--- src/rtl/shared_pkg.sv ---
// rtl/shared_pkg.sv - shared GLB widths, data/loader enums and bank decode helper
package shared_pkg;

  localparam int DATA_WIDTH = 16;
  localparam int ADDR_WIDTH = 17;
  localparam int NUM_BANKS  = 4;

  typedef enum logic [1:0] {
    IFMAP  = 2'd0,
    FILTER = 2'd1,
    BIAS   = 2'd2,
    PSUM   = 2'd3
  } data_t;

  typedef enum logic [1:0] {
    IDLE = 2'd0,
    LOAD = 2'd1,
    DONE = 2'd2
  } loader_state_t;

  // One-hot bank enable for a flat word address; the bank is the low two bits.
  function automatic logic [NUM_BANKS-1:0] bank_of(input logic [ADDR_WIDTH-1:0] addr);
    return NUM_BANKS'(1) << addr[1:0];
  endfunction

endpackage

--- src/rtl/glb_addr_gen.sv ---
// rtl/glb_addr_gen.sv - load address/remaining counters with bank/row split
module glb_addr_gen #(
  parameter int ADDR_WIDTH = shared_pkg::ADDR_WIDTH
) (
  input  logic                  clk,
  input  logic                  rst,
  input  logic                  load,
  input  logic [ADDR_WIDTH-1:0] base_addr,
  input  logic [ADDR_WIDTH-1:0] num_words,
  input  logic                  step,
  output logic                  last_word,
  output logic [3:0]            bank_onehot,
  output logic [ADDR_WIDTH-3:0] bank_row
);
  import shared_pkg::*;

  logic [ADDR_WIDTH-1:0]            cur_addr;
  logic [ADDR_WIDTH-1:0]            remaining;
  logic [shared_pkg::ADDR_WIDTH-1:0] addr_lo;

  // Address wraps naturally at 2^ADDR_WIDTH; remaining counts down to the last word.
  always_ff @(posedge clk) begin
    if (rst) begin
      cur_addr  <= '0;
      remaining <= '0;
    end else if (load) begin
      cur_addr  <= base_addr;
      remaining <= num_words;
    end else if (step) begin
      cur_addr  <= cur_addr + ADDR_WIDTH'(1);
      remaining <= remaining - ADDR_WIDTH'(1);
    end
  end

  // Only the bank bits feed the decode, so the helper works for any ADDR_WIDTH.
  always_comb begin
    addr_lo     = '0;
    addr_lo[1:0] = cur_addr[1:0];
    bank_onehot = bank_of(addr_lo);
    bank_row    = cur_addr[ADDR_WIDTH-1:2];
    last_word   = (remaining == {{(ADDR_WIDTH-1){1'b0}}, 1'b1});
  end

endmodule

--- src/rtl/glb_stream_loader.sv ---
// rtl/glb_stream_loader.sv - GLB front-door stream loader, optional GLB_LOADER_CHECKSUM_EN
module glb_stream_loader #(
  parameter int DATA_WIDTH = shared_pkg::DATA_WIDTH,
  parameter int ADDR_WIDTH = shared_pkg::ADDR_WIDTH
) (
  input  logic                  clk,
  input  logic                  rst,
  input  logic                  cmd_valid,
  output logic                  cmd_ready,
  input  logic [1:0]            cmd_glb,
  input  logic [ADDR_WIDTH-1:0] cmd_base_addr,
  input  logic [ADDR_WIDTH-1:0] cmd_num_words,
  input  logic                  s_valid,
  output logic                  s_ready,
  input  logic [DATA_WIDTH-1:0] s_data,
  input  logic                  wr_stall,
  output logic [1:0]            glb_sel,
  output logic [3:0]            bank_we,
  output logic [ADDR_WIDTH-3:0] bank_addr,
  output logic [DATA_WIDTH-1:0] bank_wdata,
  output logic                  busy,
  output logic                  done,
  output logic [DATA_WIDTH-1:0] checksum
);
  import shared_pkg::*;

  loader_state_t         state, state_next;
  data_t                 glb_q;
  logic                  cmd_accept;
  logic                  word_accept;
  logic                  last_word;
  logic [3:0]            bank_onehot;
  logic [ADDR_WIDTH-3:0] bank_row;

  assign cmd_ready   = (state == IDLE);
  assign cmd_accept  = cmd_valid && cmd_ready;
  assign s_ready     = (state == LOAD) && !wr_stall;
  assign word_accept = s_valid && s_ready;
  assign busy        = (state != IDLE);
  assign done        = (state == DONE);

  glb_addr_gen #(
    .ADDR_WIDTH(ADDR_WIDTH)
  ) u_addr_gen (
    .clk        (clk),
    .rst        (rst),
    .load       (cmd_accept),
    .base_addr  (cmd_base_addr),
    .num_words  (cmd_num_words),
    .step       (word_accept),
    .last_word  (last_word),
    .bank_onehot(bank_onehot),
    .bank_row   (bank_row)
  );

  // State register.
  always_ff @(posedge clk) begin
    if (rst) state <= IDLE;
    else     state <= state_next;
  end

  // Next state: a zero-length command goes straight to DONE; DONE lasts one cycle.
  always_comb begin
    state_next = state;
    case (state)
      IDLE: if (cmd_accept) state_next = (cmd_num_words != '0) ? LOAD : DONE;
      LOAD: if (word_accept && last_word) state_next = DONE;
      DONE: state_next = IDLE;
      default: state_next = IDLE;
    endcase
  end

  // Latch the target GLB for the whole command.
  always_ff @(posedge clk) begin
    if (rst)             glb_q <= IFMAP;
    else if (cmd_accept) glb_q <= data_t'(cmd_glb);
  end

  // Registered write port: one write the cycle after each accepted word, none otherwise.
  always_ff @(posedge clk) begin
    if (rst) begin
      bank_we    <= '0;
      bank_addr  <= '0;
      bank_wdata <= '0;
      glb_sel    <= '0;
    end else begin
      bank_we <= word_accept ? bank_onehot : '0;
      if (word_accept) begin
        bank_addr  <= bank_row;
        bank_wdata <= s_data;
        glb_sel    <= glb_q;
      end
    end
  end

`ifdef GLB_LOADER_CHECKSUM_EN
  logic [DATA_WIDTH-1:0] csum_q;

  // XOR of every accepted word, cleared on command accept and held after done.
  always_ff @(posedge clk) begin
    if (rst)              csum_q <= '0;
    else if (cmd_accept)  csum_q <= '0;
    else if (word_accept) csum_q <= csum_q ^ s_data;
  end

  assign checksum = csum_q;
`else
  assign checksum = '0;
`endif

endmodule

--- config.mk ---
export PLATFORM = sky130hd
export DESIGN_NAME = glb_stream_loader
export DESIGN_NICKNAME = d
export VERILOG_FILES = /design/src/rtl/shared_pkg.sv /design/src/rtl/glb_addr_gen.sv /design/src/rtl/glb_stream_loader.sv
export SDC_FILE = /design/constraint.sdc
export NUM_CORES = 1
export LEC_CHECK = 0
export BUFFER_PORTS_ARGS = -buffer_cell sky130_fd_sc_hd__clkbuf_2
export CELL_PAD_IN_SITES_DETAIL_PLACEMENT = 0
export CELL_PAD_IN_SITES_GLOBAL_PLACEMENT = 1
export CORE_MARGIN = 2
export CORE_UTILIZATION = 37
export CTS_CLUSTER_SIZE = 28
export DETAILED_ROUTE_END_ITERATION = 7
export PLACE_DENSITY_LB_ADDON = 0.3
export SYNTH_ARGS = -nofsm -noshare
export SYNTH_HDL_FRONTEND = slang
export SYNTH_SLANG_ARGS = --single-unit
--- constraint.sdc ---
create_clock -name clk -period 2.2 [get_ports clk]
set_input_delay 0.44 -clock clk [delete_from_list [all_inputs] [get_ports clk]]
set_output_delay 0.44 -clock clk [all_outputs]
set_load 0.02 [all_outputs]
* Yosys cells after proc, flatten, opt, wreduce, memory -nomap -nowiden *
Index checks and enable logic that the tools add are counted.

storage, ports and cells
  bits of input ports = 57
  output and inout bits = 57
  flip-flop bits (word level) = 75

cells by class
  eq/ne operators = 5
  bitwise operators = 1
  mux-type cells = 8
  add/sub/neg operators = 2
  shift operators = 1
  reductions and logical operators = 11

operator list
  operator                                                               number
  17-bit two-way mux                                                     4
  17-bit by 1-bit adder with 17-bit output (second input constant)       1
  17-bit by 1-bit == test with 1-bit output (second input constant)      1
  17-bit nonzero test                                                    1
  17-bit by 1-bit subtractor with 17-bit output (second input constant)  1
  2-bit two-way mux                                                      3
  1-bit logical AND                                                      4
  2-bit by 1-bit != test with 1-bit output (second input constant)       2
  2-bit one-hot mux with 2 select lines                                  1
  2-bit nonzero test                                                     2
  1-bit by 2-bit left shift with 4-bit output (first input constant)     1
  2-bit by 1-bit == test with 1-bit output (second input constant)       1
  2-bit == test (second input constant)                                  1
  2-bit logical NOT                                                      1
  2-bit AND reduction                                                    1
  2-bit OR reduction                                                     1
  1-bit logical NOT                                                      1
  1-bit inverter                                                         1

* Longest topological paths before layout *
  word-level depth = 6
  mapped depth = 6
  gate-level depth less buffers = 6

* By module *
From an unflattened synthesis, not the netlist that was laid out.

second synthesis, totals
  cells, all modules = 469
  area total of the unflattened synthesis = 3808.7 um^2

by module, submodules not included
  module             area an instance (um^2)  instances  cells an instance  sequential area each (um^2)
  glb_addr_gen       2148.3                   1          269                680.7
  glb_stream_loader  1660.3                   1          200                820.8

* Worst setup path before layout *
Ideal clock, no wire load.

  path kind = register -> register
  from = reg u_addr_gen.cur_addr[1]
  to = reg u_addr_gen.cur_addr[12]
  arrival = 1.557 ns
  library setup time = 0.079 ns
  cell stages (with the launch flop) = 6
  clock period less this slack = 1.636 ns
  data required time = 2.121 ns
  path slack = 0.564 ns
  path through = dfxtp_1 -> ha_1 -> nand4_1 -> or3_1 -> o31a_1 -> o211ai_1

between the ends
  longest elaborated chain between the ends = 3

ends and longest elaborated chain
  item                                      line                RTL
  start: declaration                        glb_addr_gen.sv:17  logic [ADDR_WIDTH-1:0] cur_addr;
  start signal: assignment                  glb_addr_gen.sv:27  cur_addr <= base_addr;
  start signal: assignment                  glb_addr_gen.sv:30  cur_addr <= cur_addr + ADDR_WIDTH'(1);
  17-bit by 1-bit adder with 17-bit output  glb_addr_gen.sv:30
  17-bit two-way mux                        glb_addr_gen.sv:29  end else if (step) begin
  17-bit two-way mux                        glb_addr_gen.sv:26  end else if (load) begin

Every way passes these cells. The select of a mux whose other input is x is not followed.
A chain may end at the register's enable or synchronous reset.

* Final worst setup path *
  from = reg state[0]
  to = reg u_addr_gen.cur_addr[15]

between the ends
  longest elaborated chain between the ends = 4
  elaborated cells between the ends (all ways) = 7
  those cells by class = eq/ne: 1; mux: 1; reduce/logical: 5

ends and longest elaborated chain
  item                                      line                     RTL
  start: declaration                        glb_stream_loader.sv:27  loader_state_t state, state_next;
  start signal: assignment                  glb_stream_loader.sv:59  else state <= state_next;
  2-bit by 1-bit == test with 1-bit output  glb_stream_loader.sv:37  assign s_ready = (state == LOAD) && !wr_stall;
  1-bit logical AND                         glb_stream_loader.sv:37
  1-bit logical AND                         glb_stream_loader.sv:38  assign word_accept = s_valid && s_ready;
  2-bit nonzero test (no line)              --

Parallel ways exist; a longest one is shown, timed or not.

==> summary.md <==
| Metric | Value |
|---|---|
| Run status | finished, final reports clean |
| Num Clock Sinks | 75 |
| Critical path class | reg2reg |
| Row count | 35 |
| Dpl hpwl | 7390 microns |
| Setup repair bufs after CTS | 0 |
| Pin count of the biggest net entering global routing | 63 |
| Die width | 103 microns |
| Post-synthesis sequential area ratio | 41.8% |
| CTS Buf Count | 9 |
| Part of the cycle the worst path needs | 85.4% |
| H-tree depth | 3 |
| Worst IR Drop VDD | 0.000303 V |
| Kind of end point of the critical path | register |
| Starting Density | 38.5% |
| Worst Skew | 0.00974 ns |
| Ys Warns | 0 |
| Net Sw Power | 0.917 mW |
| Largest cells by area after synthesis | dfxtp_1, nand2_1, a21oi_1 |
| Max Cap Viol | 0 |
| CP Max Fanout | 14 |
| Final Core Density | 47.7% |
| Cts hold-fix bufs | 0 |
| Vias per cell | 5.17 |
| Worst-path clk slew | 0.09 ns |
| CTS tree | done |
| Iter 0 DRT Violations | 155 |
| Clock network power share | 36.9% |
| RSZ-0062 raised after global routing | no |
| PostCTS Resize Cnt | 0 |
| Synth unique cells | 60 |
| Logic pwr share | 15.9% |
| WL/cell | 15.3 microns |
| ANT nets after route | 0 |
| Pwr per Cell Area | 715 nW/um^2 |
| Cell Area, Synth | 3590 sq um |
| Clk_lat worst skew | 0.35 ns |
| Post-synth EDFFs | 0 |
| Die area | 10500 sq um |
| Via count | 3482 |
| Vias in the first global route | 3304 |
| NumNets Final | 601 |
| Ports | 114 |
| Final min period | 1.88 ns |
| Final Non-Filler Cells | 674 |
| DIE HEIGHT | 103 microns |
| RePlAce Congestion | 0.859 |
| Top cell type's share of synthesized area | 41.8% |
| HP Class | in2reg |
| CP startpoint kind | register |
| Commonest non-fill, non-tap cell in the layout | clkbuf_2 |
| Mean Syn Cell Area | 8.12 sq um |
| Sequential power share | 47.2% |
| Net Sw Frac | 28.8% |
| Critical path data required time | 2.47 ns |
| # port buffers | 97 |
| Register bit total from synthesis | 75 |
| Overall Global Routing Usage | 20.1% |
| Setup violators final | 0 |
| DR pass1 iterations | 5 |
| Critical path data arrival time | 2.15 ns |
| Area grow syn2layout | 23.8% |
| Async SR Flop Fraction | 0% |
| Syn Inst Count | 442 |
| Initial antenna violation count | 0 |
| Pre-CTS setup slack | 0.276 ns |
| Leak | 1.76 nW |
| Max Buffers Root-to-Sink | 2 |
| Inst Count DP | 659 |
| Setup TNS | 0 ns |
| Most frequent cells in the layout | clkbuf_2, nand2_1, dfxtp_1, a21oi_1, nor2_1 |
| Max_slew headroom | 65.2% |
| First-pass GRT wire length | 16500 microns |
| Synth area leader | dfxtp_1 |
| WL final | 10300 microns |
| Final setup margin | 0.321 ns |
| Number of diodes | 0 |
| Prevailing post-synth register cell | dfxtp_1 |
| Final max-slew violation count | 0 |
| Fmax | 532 MHz |
| Congestion Overflow GR | 0 |
| DRC errors left | 0 |
| P_int | 2.26 mW |
| Hold Violations, Final | 0 |
| Clk root buf | clkbuf_8 |
| Share of cells above drive strength 1 | 27.0% |
| Core area | 9330 sq um |
| Worst-Margin Slew | 0.519 ns |
cell families (layout without fill, tap and decap cells):
group,count (synthesis),in the layout,share of synthesized area [%]
AND/OR/NAND/NOR,189,189,26.4
AO/OA/AOI/OAI,107,107,19.2
flip-flops,75,75,41.8
buffers and inverters,52,140,7.63
XOR/XNOR,13,13,3.17
adder cells (fa/ha/maj),3,3,1.05
multiplexers,2,2,0.627
other,1,16,0.104
through the flow:
stage	cell area, sq um	power, mW	hold WS [ns]
floorplan	3650	1.85	0.432
global placement	4230	2.03	0.442
detailed placement	4230	2.03	0.443
CTS	4450	3.20	0.290
global route	4450	3.34	0.295
finish	4450	3.18	0.300
area by class of cell:
type,count,area (sq um)
clock inverter,6,90.1
timing repair buffer,116,653
tap,129,161
multi-input combinational,330,1880
clock buffer,9,124
sequential,75,1500
inverter,9,33.8
fill,1000,4880
synthesized netlist by cell type (7+ instances only):
master,number
nand3_1,11
nor3_1,13
dfxtp_1,75
buf_2,12
a21oi_1,43
o21ai_0,7
nand4_1,9
nor2_1,23
o22ai_1,8
nor4_1,10
inv_1,9
xor2_1,7
clkbuf_1,12
buf_4,17
nand2_1,94
a22oi_1,12
power groups by stage:
| stage | clock network, mW | logic (mW) | registers [mW] |
|---|---|---|---|
| detailed placement | 0 | 0.502 | 1.53 |
| global placement | 0 | 0.499 | 1.53 |
| finish | 1.17 | 0.506 | 1.50 |
| CTS | 1.19 | 0.505 | 1.50 |
| global route | 1.27 | 0.559 | 1.51 |
| floorplan | 0 | 0.328 | 1.53 |
critical path, cell delays in order (launching register included):
cell and delay (ns):
dfxtp_1 0.52, nand4bb_2 0.27, buf_4 0.28, buf_4 0.20, nor2_1 0.16, buf_4 0.17
nand2_1 0.06, o221ai_1 0.14
worst paths after layout:
kind                               from                                    to  slack, ns  depth (start not counted)
setup / recovery  state[0]$_SDFFE_PP0P_  u_addr_gen.cur_addr[15]$_SDFFE_PP0P_       0.32                          7
hold / removal               s_data[10]           bank_wdata[10]$_SDFFE_PP0P_       0.30                          3
setup reg to reg  state[0]$_SDFFE_PP0P_  u_addr_gen.cur_addr[15]$_SDFFE_PP0P_       0.32                          7
hold reg to reg   glb_q[1]$_SDFFE_PP0P_               glb_sel[1]$_SDFFE_PP0P_       0.45                          2
flip-flops by register name, indices dropped and copies added (netlist names):
signal                flops
bank_addr                15
bank_wdata               16
bank_we                   4
glb_q                     2
glb_sel                   2
state                     2
u_addr_gen.cur_addr      17
u_addr_gen.remaining     17
metal layers:
layer / global-route usage, % / share of wire [%]
met1: 28.3 / 48
met2: 31.5 / 45
met3: 2.78 / 6.1
met4: 6.87 / 1.2
met5: 0 / 0
Power figures use the tool's default switching activity.
